[src/rtl/wb_gpio_bank.sv]
// Wishbone-mapped GPIO bank: per-pad output data and direction, synchronised inputs,
// and rising/falling-edge interrupt status merged onto a single level irq line.
module wb_gpio_bank #(
    parameter int          NUM_PADS  = 16,
    parameter logic [31:0] BASE_ADDR = 32'h3000_0000
) (
    input  logic                wb_clk_i,
    input  logic                wb_rst_ni,
    input  logic                wbs_cyc_i,
    input  logic                wbs_stb_i,
    input  logic                wbs_we_i,
    input  logic [3:0]          wbs_sel_i,
    input  logic [31:0]         wbs_adr_i,
    input  logic [31:0]         wbs_dat_i,
    output logic                wbs_ack_o,
    output logic [31:0]         wbs_dat_o,
    input  logic [NUM_PADS-1:0] pad_in,
    output logic [NUM_PADS-1:0] pad_out,
    output logic [NUM_PADS-1:0] pad_oeb,
    output logic                irq_o
);

    localparam logic [5:0] OFF_OUT     = 6'h00;
    localparam logic [5:0] OFF_OEB     = 6'h01;
    localparam logic [5:0] OFF_IN      = 6'h02;
    localparam logic [5:0] OFF_RISE_EN = 6'h03;
    localparam logic [5:0] OFF_FALL_EN = 6'h04;
    localparam logic [5:0] OFF_STATUS  = 6'h05;

    logic [NUM_PADS-1:0] out_reg;
    logic [NUM_PADS-1:0] oeb_reg;
    logic [NUM_PADS-1:0] rise_en_reg;
    logic [NUM_PADS-1:0] fall_en_reg;
    logic [NUM_PADS-1:0] status_reg;
    logic [NUM_PADS-1:0] status_next;
    logic [NUM_PADS-1:0] pad_out_reg;
    logic [NUM_PADS-1:0] pad_oeb_reg;
    logic [NUM_PADS-1:0] sync1_reg;
    logic [NUM_PADS-1:0] sync2_reg;
    logic [NUM_PADS-1:0] prev_reg;
    logic [NUM_PADS-1:0] rise;
    logic [NUM_PADS-1:0] fall;
    logic [NUM_PADS-1:0] w1c;
    logic [NUM_PADS-1:0] wr_mask;
    logic [NUM_PADS-1:0] wr_data;

    logic                ack_reg;
    logic [31:0]         dat_reg;
    logic                hit;
    logic                req;
    logic                wr_req;
    logic [5:0]          offset;
    logic [31:0]         lane_mask;
    logic [31:0]         rd_word;
    logic                unused_bits;

    genvar gi;

    // Bus decode: a request is only taken while no ack is outstanding, so a held
    // strobe produces one ack every second cycle.
    assign hit    = (wbs_adr_i[31:8] == BASE_ADDR[31:8]);
    assign req    = wbs_cyc_i & wbs_stb_i & hit & ~ack_reg;
    assign wr_req = req & wbs_we_i;
    assign offset = wbs_adr_i[7:2];

    generate
        for (gi = 0; gi < 4; gi++) begin : g_lane
            assign lane_mask[8*gi +: 8] = {8{wbs_sel_i[gi]}};
        end
    endgenerate

    assign wr_mask = lane_mask[NUM_PADS-1:0];
    assign wr_data = wbs_dat_i[NUM_PADS-1:0];

    // Address LSBs and data/lane bits above the bank width carry no meaning here.
    assign unused_bits = ^{wbs_adr_i[1:0], lane_mask, wbs_dat_i};

    always_ff @(posedge wb_clk_i) begin
        if (!wb_rst_ni) begin
            out_reg     <= '0;
            oeb_reg     <= '1;
            rise_en_reg <= '0;
            fall_en_reg <= '0;
        end else if (wr_req) begin
            case (offset)
                OFF_OUT:     out_reg     <= (out_reg     & ~wr_mask) | (wr_data & wr_mask);
                OFF_OEB:     oeb_reg     <= (oeb_reg     & ~wr_mask) | (wr_data & wr_mask);
                OFF_RISE_EN: rise_en_reg <= (rise_en_reg & ~wr_mask) | (wr_data & wr_mask);
                OFF_FALL_EN: fall_en_reg <= (fall_en_reg & ~wr_mask) | (wr_data & wr_mask);
                default:     ;
            endcase
        end
    end

    // Pads follow the control registers one edge later, all bits from flops.
    always_ff @(posedge wb_clk_i) begin
        if (!wb_rst_ni) begin
            pad_out_reg <= '0;
            pad_oeb_reg <= '1;
        end else begin
            pad_out_reg <= out_reg;
            pad_oeb_reg <= oeb_reg;
        end
    end

    always_ff @(posedge wb_clk_i) begin
        if (!wb_rst_ni) begin
            sync1_reg <= '0;
            sync2_reg <= '0;
            prev_reg  <= '0;
        end else begin
            sync1_reg <= pad_in;
            sync2_reg <= sync1_reg;
            prev_reg  <= sync2_reg;
        end
    end

    // New edges are OR-ed in after the write-one-to-clear, so an edge landing on
    // the same cycle as its clear is kept.
    generate
        for (gi = 0; gi < NUM_PADS; gi++) begin : g_pad
            assign rise[gi]        = sync2_reg[gi] & ~prev_reg[gi];
            assign fall[gi]        = ~sync2_reg[gi] & prev_reg[gi];
            assign w1c[gi]         = wr_req & (offset == OFF_STATUS) & wr_mask[gi] & wr_data[gi];
            assign status_next[gi] = (status_reg[gi] & ~w1c[gi])
                                   | (rise[gi] & rise_en_reg[gi])
                                   | (fall[gi] & fall_en_reg[gi]);
        end
    endgenerate

    always_ff @(posedge wb_clk_i) begin
        if (!wb_rst_ni) begin
            status_reg <= '0;
        end else begin
            status_reg <= status_next;
        end
    end

    always_comb begin
        rd_word = '0;
        case (offset)
            OFF_OUT:     rd_word[NUM_PADS-1:0] = out_reg;
            OFF_OEB:     rd_word[NUM_PADS-1:0] = oeb_reg;
            OFF_IN:      rd_word[NUM_PADS-1:0] = sync2_reg;
            OFF_RISE_EN: rd_word[NUM_PADS-1:0] = rise_en_reg;
            OFF_FALL_EN: rd_word[NUM_PADS-1:0] = fall_en_reg;
            OFF_STATUS:  rd_word[NUM_PADS-1:0] = status_reg;
            default:     rd_word = '0;
        endcase
    end

    // Read data is captured with the request and held only for the ack cycle.
    always_ff @(posedge wb_clk_i) begin
        if (!wb_rst_ni) begin
            ack_reg <= 1'b0;
            dat_reg <= '0;
        end else begin
            ack_reg <= req;
            dat_reg <= (req && !wbs_we_i) ? rd_word : '0;
        end
    end

    assign wbs_ack_o = ack_reg;
    assign wbs_dat_o = dat_reg;
    assign pad_out   = pad_out_reg;
    assign pad_oeb   = pad_oeb_reg;
    assign irq_o     = |status_reg;

endmodule

[config.mk]
export PLATFORM = sky130hd
export DESIGN_NAME = wb_gpio_bank
export DESIGN_NICKNAME = d
export VERILOG_FILES = /design/src/rtl/wb_gpio_bank.sv
export SDC_FILE = /design/constraint.sdc
export NUM_CORES = 1
export LEC_CHECK = 0
export ABC_AREA = 0
export BUFFER_PORTS_ARGS = -buffer_cell sky130_fd_sc_hd__buf_2
export CORE_UTILIZATION = 57
export DETAILED_ROUTE_END_ITERATION = 7
export GPL_TIMING_DRIVEN = 0
export PLACE_DENSITY = 0.84
export SLEW_MARGIN = 10
export SYNTH_ARGS = -nofsm -noshare
export SYNTH_HDL_FRONTEND = slang
export SYNTH_SLANG_ARGS = --single-unit
[constraint.sdc]
create_clock -name wb_clk_i -period 4.7 [get_ports wb_clk_i]
set_input_delay 0.705 -clock wb_clk_i [delete_from_list [all_inputs] [get_ports wb_clk_i]]
set_output_delay 0.705 -clock wb_clk_i [all_outputs]
set_load 0.05 [all_outputs]
Word level (Yosys, flattened, before mapping):

Index checks and enable logic that the tools add are counted.

* bitwise gates (word level): 194
* muxes and demuxes: 1
* reductions and logical operators: 9
* eq/ne operators: 6

Operators by type and width (number)
* 1-bit bitwise AND: 103
* 16-bit one-hot mux with 6 select lines: 1
* 16-bit bitwise AND: 5
* 16-bit bitwise OR: 4
* 1-bit NOT: 49
* 1-bit bitwise OR: 32
* 24-bit by 22-bit equality test with 1-bit output (second input constant): 1
* 16-bit NOT: 1
* 16-bit OR reduction: 1
* 6-bit by 2-bit equality test with 1-bit output (second input constant): 2
* 6-bit by 3-bit equality test with 1-bit output (second input constant): 2
* 2-bit AND reduction: 5
* 6-bit by 1-bit equality test with 1-bit output (second input constant): 1
* 6-bit zero test: 1
* 1-bit logical AND: 1
* 1-bit zero test: 1

* register bits: 193
* logic and storage cells: 223
* input port bits: 89
* output and inout bits: 66

Longest topological paths before layout:

* depth after elaboration: 11
* depth in mapped cells: 6

Worst setup path after synthesis:

No wires, ideal clock.

* kind: input -> register
* start point: input port wbs_adr_i[23]
* end point: register with a tool-made name
* stages: 5
* buffers on the path: 1
* path slack: 1.842 ns
* setup time: 0.121 ns
* required time: 4.579 ns
* data arrival time: 2.737 ns
* cells stage by stage: or4_1 > or4_4 > buf_6 > nor4_4 > mux2_2

RTL lines
* start, declared: RTL line 13 `input logic [31:0] wbs_adr_i,`

==> results.sh <==
export IMPL_track_usage=0.307
export IMPL_hp_class="flop to flop"
export IMPL_post_cts_resized=0
export IMPL_synth_fa_ha_area_frac=0
export IMPL_whs_path_depth=1
export IMPL_vias=5617
export IMPL_cts_setup_buffers=0
export IMPL_grt_pass1_vias=5487
export IMPL_fin_crit_sh=0.724
export IMPL_setup_viol=0
export IMPL_tightest_slew_ns=1.33
export IMPL_ir_drop_mv=0.269
export IMPL_end_kind="flop"
export IMPL_r2r_worst_path_cells=6
export IMPL_synth_area_leaders="dfxtp_1 54%, mux2i_1 7.3%, a22oi_1 5.4%"
export IMPL_grt_max_degree=17
export IMPL_syn_area_um2=6620
export IMPL_areaGrowthSynthToFinish_pct=20.8
export IMPL_required_ns=5.05
export IMPL_synth_cell_types=38
export IMPL_path_buf_inv=2
export IMPL_die_area_um2=12100
export IMPL_numCtsBuffers=17
export IMPL_dp_cells=937
export IMPL_synth_xor_area_share=0
export IMPL_path_max_fanout=9
export IMPL_synth_top_family_by_area="simple AND/OR/NAND/NOR gates"
export IMPL_synth_area_mux_share=0.0998
export IMPL_finalMaxSlewViolations=0
export IMPL_hold_viol=0
export IMPL_n_antenna_cell=0
export IMPL_final_cells=968
export IMPL_ys_seq_area_frac=0.535
export IMPL_h_tree_depth=4
export IMPL_synth_edf_count=0
export IMPL_syn_area_per_cell_um2=9.96
export IMPL_routed_wl_um=17700
export IMPL_cp_slowest_stage_delay_ns=1.04
export IMPL_layout_commonest_cell="dfxtp_1"
export IMPL_cts_tree="yes"
export IMPL_yosys_warnings=0
export IMPL_drc=0
export IMPL_cap_violations=0
export IMPL_finalClockSkew_ns=0.00890
export IMPL_crit_chain="buf_2 -> or4_1 -> clkbuf_1 -> nor3_1 -> nand3_1 -> mux2i_1"
export IMPL_leakagePower_nw=3.39
export IMPL_mostFrequentLayoutCells="177 x dfxtp_1, 119 x buf_2, 84 x nand2_1"
export IMPL_crit_slowest_cell="nor3_1"
export IMPL_start_util=0.598
export IMPL_fp_dieH_um=110
export IMPL_arrival_ns=3.75
export IMPL_grt_setup_unrepaired="false"
export IMPL_synth_simple_area_share=0.191
export IMPL_cellPowerDensity_nw_per_um2=377
export IMPL_synth_seq_cells=177
export IMPL_io_pins=155
export IMPL_grt_ovfl_total=0
export IMPL_synth_top_flop_cell="dfxtp_1"
export IMPL_status="completed"
export IMPL_setup_tns_ns=0
export IMPL_cts_sinks=177
export IMPL_synth_compound_area_share=0.113
export IMPL_crit_cells=6
export IMPL_drtIter0Drc=560
export IMPL_antenna_found_initial=0
export IMPL_dpl_hpwl_um=12600
export IMPL_synth_top_area_share=0.535
export IMPL_drt_pass1_iterations=7
export IMPL_cp_start_kind="input port"
export IMPL_hold_buffers=0
export IMPL_clk_path_buf_depth=2
export IMPL_finalNetCount=905
export IMPL_maxSlewHeadroom=0.110
export IMPL_grt_first_pass_wirelength_um=27000
export IMPL_root_buffer="clkbuf_16"
export IMPL_wl_per_cell_um=18.3
export IMPL_drive_above_1_share=0.226
export IMPL_period_needed_ns=3.40
export IMPL_critPathKind="input port to flop"
export IMPL_core_area_um2=11100
export IMPL_gp_congestion=0.885
export IMPL_dieWidth_um=110
export IMPL_yosysTopAreaCell="dfxtp_1"
export IMPL_rows=38
export IMPL_ys_async_sr_fraction=0
export IMPL_max_clock_freq_mhz=294
export IMPL_postRouteAntennaNets=0
export IMPL_clk_latency_ns=0.44
export IMPL_port_buffers=117
export IMPL_crit_family="simple AND/OR/NAND/NOR gates"
export IMPL_synthCells=665
export IMPL_via_per_inst=5.80
export IMPL_cts_clk_slew_worst_paths_ns=0.07
[kinds of logic after synthesis]
group | Yosys count
AND/OR/NAND/NOR | 226
flip-flops | 177
AO/OA/AOI/OAI | 112
buffers and inverters | 85
multiplexers | 64
other | 1
[synth_stat cells, drive strengths merged, types with 2 or more instances]
cell,instances
a21oi,8
a22oi,48
a31oi,16
a41oi,8
and2,48
and3,2
buf,21
clkbuf,32
dfxtp,177
inv,32
mux2,16
mux2i,48
nand2,84
nand2b,32
nand3,2
nand3b,17
nand4,2
nor2,4
nor3,4
nor3b,2
nor4,17
o21a,8
o21ai,24
or4,6
[final timing paths]
| path | startpoint | endpoint | slack, ns |
|---|---|---|---|
| setup / recovery | wbs_adr_i[7] | flop | 1.30 |
| hold reg to reg | sync1_reg[2]$_SDFF_PN0_ | sync2_reg[2]$_SDFF_PN0_ | 0.43 |
| setup reg to reg | wbs_ack_o$_SDFF_PN0_ | wbs_dat_o[6]$_SDFF_PN0_ | 1.98 |
| hold / removal | sync1_reg[2]$_SDFF_PN0_ | sync2_reg[2]$_SDFF_PN0_ | 0.43 |
[area by class of cell]
| class | count | area, um^2 |
|---|---|---|
| Clock inverter | 13 | 129 |
| Sequential cell | 177 | 3540 |
| Inverter | 32 | 120 |
| Multi-Input combinational cell | 418 | 2740 |
| Fill cell | 807 | 3080 |
| Clock buffer | 18 | 429 |
| Buffer | 53 | 277 |
| Timing Repair Buffer | 117 | 586 |
| Tap cell | 140 | 175 |
[metrics by stage]
step | total power, mW | cell area, um^2 | worst slack [ns] | hold WS, ns | util
global placement | 1.70 | 7440 | 1.10 | 0.415 | 0.672
finish | 3.02 | 8000 | 1.30 | 0.432 | 0.722
detailed placement | 1.70 | 7440 | 1.01 | 0.417 | 0.672
floorplan | 1.64 | 6680 | 1.84 | 0.412 | -
global route | 3.09 | 8000 | 1.33 | 0.445 | 0.722
CTS | 3.01 | 8000 | 1.43 | 0.432 | 0.722
[metal layers]
metal,GRT usage,part of all wire,vias to the layer above
li1,-,-,2581
met2,0.499,0.46,434
met3,0.0729,0.11,74
met5,0,0,-
met1,0.371,0.39,2528
met4,0.176,0.038,0
[where the power goes]
group	switching, mW	internal (mW)	total [mW]
clock	0.609	0.736	1.34
combinational	0.0940	0.0517	0.146
sequential	0.00974	1.52	1.53
No activity file was read; power rests on OpenSTA's default activity.
